==> src/rtl/ysyx_22050854_ifu.sv <==
// Instruction fetch unit: one outstanding imem transaction, decode-side hold register.
// Optional macro YSYX_22050854_IFU_MISALIGN_CHECK_EN faults unaligned PCs without a memory request.
module ysyx_22050854_ifu #(
    parameter logic [31:0] RESET_INST = 32'h00000013
) (
    input  logic        clk,
    input  logic        rst,
    input  logic [31:0] pc_i,
    input  logic        pc_valid_i,
    output logic        pc_ready_o,
    input  logic        flush_i,
    output logic        imem_req_o,
    output logic [31:0] imem_addr_o,
    input  logic        imem_gnt_i,
    input  logic        imem_rvalid_i,
    input  logic [31:0] imem_rdata_i,
    input  logic        imem_err_i,
    output logic        inst_valid_o,
    output logic [31:0] inst_o,
    output logic [31:0] inst_pc_o,
    output logic        fetch_err_o,
    input  logic        inst_ready_i
);

    typedef enum logic [2:0] {
        S_IDLE,
        S_REQ,
        S_WAIT,
        S_HOLD,
        S_DRAIN
    } state_e;

    state_e      state_q, state_d;
    logic [31:0] addr_q, addr_d;
    logic [31:0] inst_q, inst_d;
    logic [31:0] inst_pc_q, inst_pc_d;
    logic        err_q, err_d;
    logic        accept;

    always_comb begin
        // NOTE: every comb output gets a default first, so no path can infer a latch.
        state_d    = state_q;
        addr_d     = addr_q;
        inst_d     = inst_q;
        inst_pc_d  = inst_pc_q;
        err_d      = err_q;
        pc_ready_o = 1'b0;
        accept     = 1'b0;

        unique case (state_q)
            S_IDLE: begin
                pc_ready_o = !flush_i;
                accept     = pc_valid_i && !flush_i;
            end
            S_REQ: begin
                if (flush_i)         state_d = imem_gnt_i ? S_DRAIN : S_IDLE;
                else if (imem_gnt_i) state_d = S_WAIT;
            end
            S_WAIT: begin
                if (flush_i) begin
                    state_d = imem_rvalid_i ? S_IDLE : S_DRAIN;
                end else if (imem_rvalid_i) begin
                    inst_d    = imem_rdata_i;
                    err_d     = imem_err_i;
                    inst_pc_d = addr_q;
                    state_d   = S_HOLD;
                end
            end
            S_HOLD: begin
                // Flush wins over a consume in the same cycle.
                if (flush_i) begin
                    state_d = S_IDLE;
                end else if (inst_ready_i) begin
                    pc_ready_o = 1'b1;
                    accept     = pc_valid_i;
                    state_d    = S_IDLE;
                end
            end
            S_DRAIN: begin
                if (imem_rvalid_i) state_d = S_IDLE;
            end
            default: state_d = S_IDLE;
        endcase

        if (accept) begin
            addr_d  = pc_i;
            state_d = S_REQ;
`ifdef YSYX_22050854_IFU_MISALIGN_CHECK_EN
            if (pc_i[1:0] != 2'b00) begin
                inst_d    = RESET_INST;
                inst_pc_d = pc_i;
                err_d     = 1'b1;
                state_d   = S_HOLD;
            end
`endif
        end

        if (flush_i) begin
            inst_d = RESET_INST;
            err_d  = 1'b0;
        end

        // Reset state is IDLE, but the handshake must stay closed while reset is held.
        if (!rst) pc_ready_o = 1'b0;
    end

    always_ff @(posedge clk or negedge rst) begin
        if (!rst) begin
            state_q   <= S_IDLE;
            addr_q    <= '0;
            inst_q    <= RESET_INST;
            inst_pc_q <= '0;
            err_q     <= 1'b0;
        end else begin
            // NOTE: sequential state uses non-blocking assignments only.
            state_q   <= state_d;
            addr_q    <= addr_d;
            inst_q    <= inst_d;
            inst_pc_q <= inst_pc_d;
            err_q     <= err_d;
        end
    end

    assign imem_req_o   = (state_q == S_REQ);
    assign imem_addr_o  = addr_q;
    assign inst_valid_o = (state_q == S_HOLD);
    assign inst_o       = inst_q;
    assign inst_pc_o    = inst_pc_q;
    assign fetch_err_o  = err_q;

endmodule

==> config.mk <==
export PLATFORM = sky130hd
export DESIGN_NAME = ysyx_22050854_ifu
export DESIGN_NICKNAME = d
export VERILOG_FILES = /design/src/rtl/ysyx_22050854_ifu.sv
export SDC_FILE = /design/constraint.sdc
export NUM_CORES = 1
export LEC_CHECK = 0
export CORE_ASPECT_RATIO = 0.5
export CORE_MARGIN = 1
export CORE_UTILIZATION = 55
export DETAILED_ROUTE_END_ITERATION = 8
export DONT_BUFFER_PORTS = 1
export GPL_TIMING_DRIVEN = 0
export PLACE_DENSITY = 0.7
export SLEW_MARGIN = 20
export SYNTH_ARGS = -nofsm -noshare
export SYNTH_HDL_FRONTEND = slang
export SYNTH_SLANG_ARGS = --single-unit
export TNS_END_PERCENT = 10
==> constraint.sdc <==
create_clock -name clk -period 2.6 [get_ports clk]
set_clock_uncertainty 0.15 [all_clocks]
set_input_delay 0.52 -clock clk [delete_from_list [all_inputs] [get_ports clk]]
set_output_delay 0.52 -clock clk [all_outputs]
set_load 0.1 [all_outputs]
Word level (Yosys, flattened, before mapping):

Cells that the tools add are included.

* equality and inequality tests: 9
* muxes and demuxes: 24
* bitwise operators: 1
* reductions and logical operators: 8

Operator list (number)
* $mux W32: 3
* $mux W3: 10
* $pmux W3 S5: 1
* $mux W1: 8
* $ne A4 B2 Y1 const B: 2
* $eq A3 B2 Y1 const B: 2
* $reduce_and A5 Y1: 1
* $ne A4 B4 Y1 const B: 1
* $pmux W1 S2: 2
* $reduce_bool A2 Y1: 2
* $eq A3 B1 Y1 const B: 1
* $eq A3 B3 Y1 const B: 1
* $logic_not A3 Y1: 1
* $ne A3 B3 Y1 const B: 1
* $reduce_and A3 Y1: 1
* $ne A2 B2 Y1 const B: 1
* $reduce_and A2 Y1: 1
* $logic_and A1 B1 Y1: 1
* $logic_not A1 Y1: 1
* $not A1 Y1: 1

* register bits: 100
* logic and storage cells: 47

Depth between registers and ports, before layout:

Gate-level depths: netlist of the first run.

* depth in word-level cells: 5
* mapped depth: 5

Worst setup path after synthesis of the first run:

No wires, ideal clock.

* path kind: register to output
* start point: reg state_q[1]
* end point: out imem_req_o
* data arrival time: 1917 ps
* required time: 1930 ps
* path slack: 13 ps
* cell stages (with the launch flop): 4
* path buffers: 1
* cells stage by stage: dfrtp_1 buf_2 nand2b_1 nor2_1

* longest elaborated chain between the ends: 1

Ends and longest elaborated chain
* start, declared: line 33 `state_e state_q, state_d;`
* start signal, assigned: line 116 `state_q <= state_d;`
* $eq A3 B1 Y1: line 124 `assign imem_req_o = (state_q == S_REQ);`
* end, declared: line 12 `output logic imem_req_o,`

Every way passes these cells.

Worst setup path after layout of the first run:

* start point: reg state_q[1]
* end point: out pc_ready_o

* longest elaborated chain between the ends: 3
* elaborated cells between the ends (all ways): 4
* those cells by class: eq/ne (1); mux (2); reduce/logical (1)

Ends and longest elaborated chain
* $eq A3 B2 Y1 / $logic_not A3 Y1 (equally long branches): line 50 `unique case (state_q)`
* $pmux W1 S2 (*): line 50
* $mux W1 (*): line 104 `if (!rst) pc_ready_o = 1'b0;`
* end, declared: line 10 `output logic pc_ready_o,`

Every way passes the cells marked *; elsewhere a longest branch is shown, timed or not.

==> results of run 1 <==
## placed cells by master, fill, tap and decap left out, drive strengths merged, types with 4 or more instances in the layout
master | synthesis | final
mux2 | 64 | 64
nor2 | 6 | 6
dfrtp | 97 | 97
buf | 11 | 11
clkinv | 0 | 4
nand2 | 6 | 6
clkbuf | 3 | 15
a22o | 30 | 30
## metrics by stage
step                      instance area [µm²]  setup WS (ps)
after global placement                   3970          -35.5
final                                    4260            194
after detailed placement                 3970            385
after global routing                     4260            131
after CTS                                4250           23.0
after floorplan                          3850           13.4
## routing by layer
| metal | routed length (µm) | vias to the layer above |
|---|---|---|
| met2 | 3630 | 96 |
| li1 | - | 921 |
| met4 | 63 | 0 |
| met3 | 787 | 8 |
| met1 | 2940 | 1080 |
| met5 | 0 | - |
## sequential cells by signal, indices dropped and copies added, names as in the netlist
| name | flops |
|---|---|
| fetch_err_o | 1 |
| imem_addr_o | 32 |
| inst_o | 32 |
| inst_pc_o | 32 |
| state_q | 3 |
## final cells by class
type	count	area, µm²
multi-input cells	133	1250
well taps	92	115
fillers	521	2470
flip-flops and latches	100	2510
plain buffers	14	104
clock inverters	4	23.8
clock buffers	12	256
inverters	1	3.75
## cells by family after synthesis
kind of cell           Yosys count
DFF                            100
muxes                           64
AOI/OAI and AO/OA               44
and+or+nand+nor                 25
buffers and inverters           15
## final timing paths
| kind | startpoint | end | slack (ps) | depth (start not counted) |
|---|---|---|---|---|
| max | state_q[1]$_DFFE_PN0P_ | pc_ready_o | 190 | 3 |
| min | rst | inst_o[26]$_DFFE_PN0P_ | -270 | 0 |
| max reg2reg | state_q[2]$_DFFE_PN0P_ | inst_pc_o[6]$_DFFE_PN0P_ | 620 | 4 |
| min reg2reg | state_q[2]$_DFFE_PN0P_ | state_q[2]$_DFFE_PN0P_ | 520 | 1 |
| max in group asynchronous | rst | inst_o[4]$_DFFE_PN1P_ | 2350 | 0 |
| min in group clk | pc_i[13] | imem_addr_o[13]$_DFFE_PN0P_ | 170 | 1 |
## timing repair
item	CTS	global route
setup buffers	0	0
gates resized for setup	0	3
endpoints found under the hold margin	100	100
setup endpoints to repair	0	3
==> flow_summary.yaml, run 1 <==
timing:
  tightest_slew_ps: 946
  fin_tns_setup_ps: 0
  finalCritPeriodShare_pct: 92.5
  hold_violations: 100
  slew_viol_final: 0
  max_freq_mhz: 416
  rsz0062_at_grt: "no"
  fin_crit_ps: 2410
  finalSetupViolCount: 0
  hold_slack_ps: -267
  maxSlewHeadroom_pct: 37.0
hold_path:
  min_path_type: "primary input to asynchronous set/reset pin"
global_routing:
  grt-ovfl-total: 0
  grt_pass1_wl_um: 10800
  use_met3_pct: 10.4
  grt_max_degree: 102
  busiest_layer: "met2"
  track_usage_pct: 19.9
  antenna_found_initial: 0
  grt_pass1_vias: 2073
  use_met2_pct: 33.3
  met1_usage_pct: 22.7
worst_setup_path:
  slowest_stage: "o211a_2"
  critPathTopFamily: "compound AO/OA/AOI/OAI gates"
  path_max_fanout: 10
  required_ps: 1930
  slowest_delay_ps: 600
  start_kind: "flop"
  path_buf_inv: 1
  critPathKind: "flop to output port"
  end_kind: "output port"
  critical_path_arrival_ps: 1740
  cp_cell_sequence: "buf_2, nor2_2, o211a_2"
logic_synthesis:
  synth_nets: 320
  synthMuxAreaShare_pct: 18.7
  synth_cell_type_count: 29
  synth_top_family_by_area: "multiplexers"
  synth-simple-area-share_pct: 3.67
  synth-edff-count: 0
  postSynthCellCount: 248
  yosysWarnings: 0
  synth_compound_area_share_pct: 9.83
  synth.most_common_cell: "dfrtp_1"
  synth_xor_area_share_pct: 0
  ys.flop_type: "dfrtp_1"
  yosys.area.top_type_share_pct: 63.0
  synth_area_um2: 3850
  ys_async_sr_fraction_pct: 100
  yosysTopAreaCell: "dfrtp_1"
  ys_top_cells_by_area: "dfrtp_1 (63%), mux2_2 (16%), a22o_1 (6.8%), mux2_1 (2.3%), dfstp_2 (2.0%)"
  avgSynthCellArea_um2: 15.5
  seq_area_frac_synth_pct: 65.0
  yosys-top-cells-count: "dfrtp_1 (97), mux2_2 (56), a22o_1 (30)"
  synth_fa_ha_area_share_pct: 0
  ys_ff_latch: 100
die:
  fp-row-count: 21
  io_pins: 172
  fp.dieH_um: 61.2
  fp.coreArea_um2: 6730
  fp.dieArea_um2: 7370
  die_w_um: 120
  start_util_pct: 57.3
clock_network:
  cts_buffers: 9
  clk_pin_slew_ps: 60
  clk_path_buf_depth: 2
  cts_root_buf: "clkbuf_16"
  cts_tree: "built"
  clock_latency_ps: 330
  clock-sinks: 100
  h-tree-depth: 3
layout:
  stdcell_count: 356
  diodes: 0
  drive_above_1_share_pct: 34.8
  finish.utilization_pct: 63.3
  syn2layout_area_growth_pct: 10.5
  layout.nets: 331
drt:
  drtIter0Drc: 108
  ant_nets: 0
  drcViolationCount: 0
  wire_per_inst_um: 20.8
  dr.pass1.iters: 4
  wirelength_um: 7420
  via_per_inst: 5.91
  num_vias: 2105
placement:
  placedCellCount: 340
  port-buffer-count: 0
  gp_congestion: 0.797
  dpl.hpwl_um: 5190
outcome:
  outcome: "complete, but fails checks"
  violations: "negative hold slack"
flow_run:
  maxCapViolCount: 0
Power of run 1 is left out: the tool's default activity adds up to more than one toggle a clock period on the data nets, which glitch-free logic cannot reach.
==> inputs of run 2 (changes only) <==
- TNS_END_PERCENT: 10 -> not set
==> results of run 2 <==
The final DEF is identical to that of run 1; final timing and power are the same.
Power of run 2 is left out for the same reason.
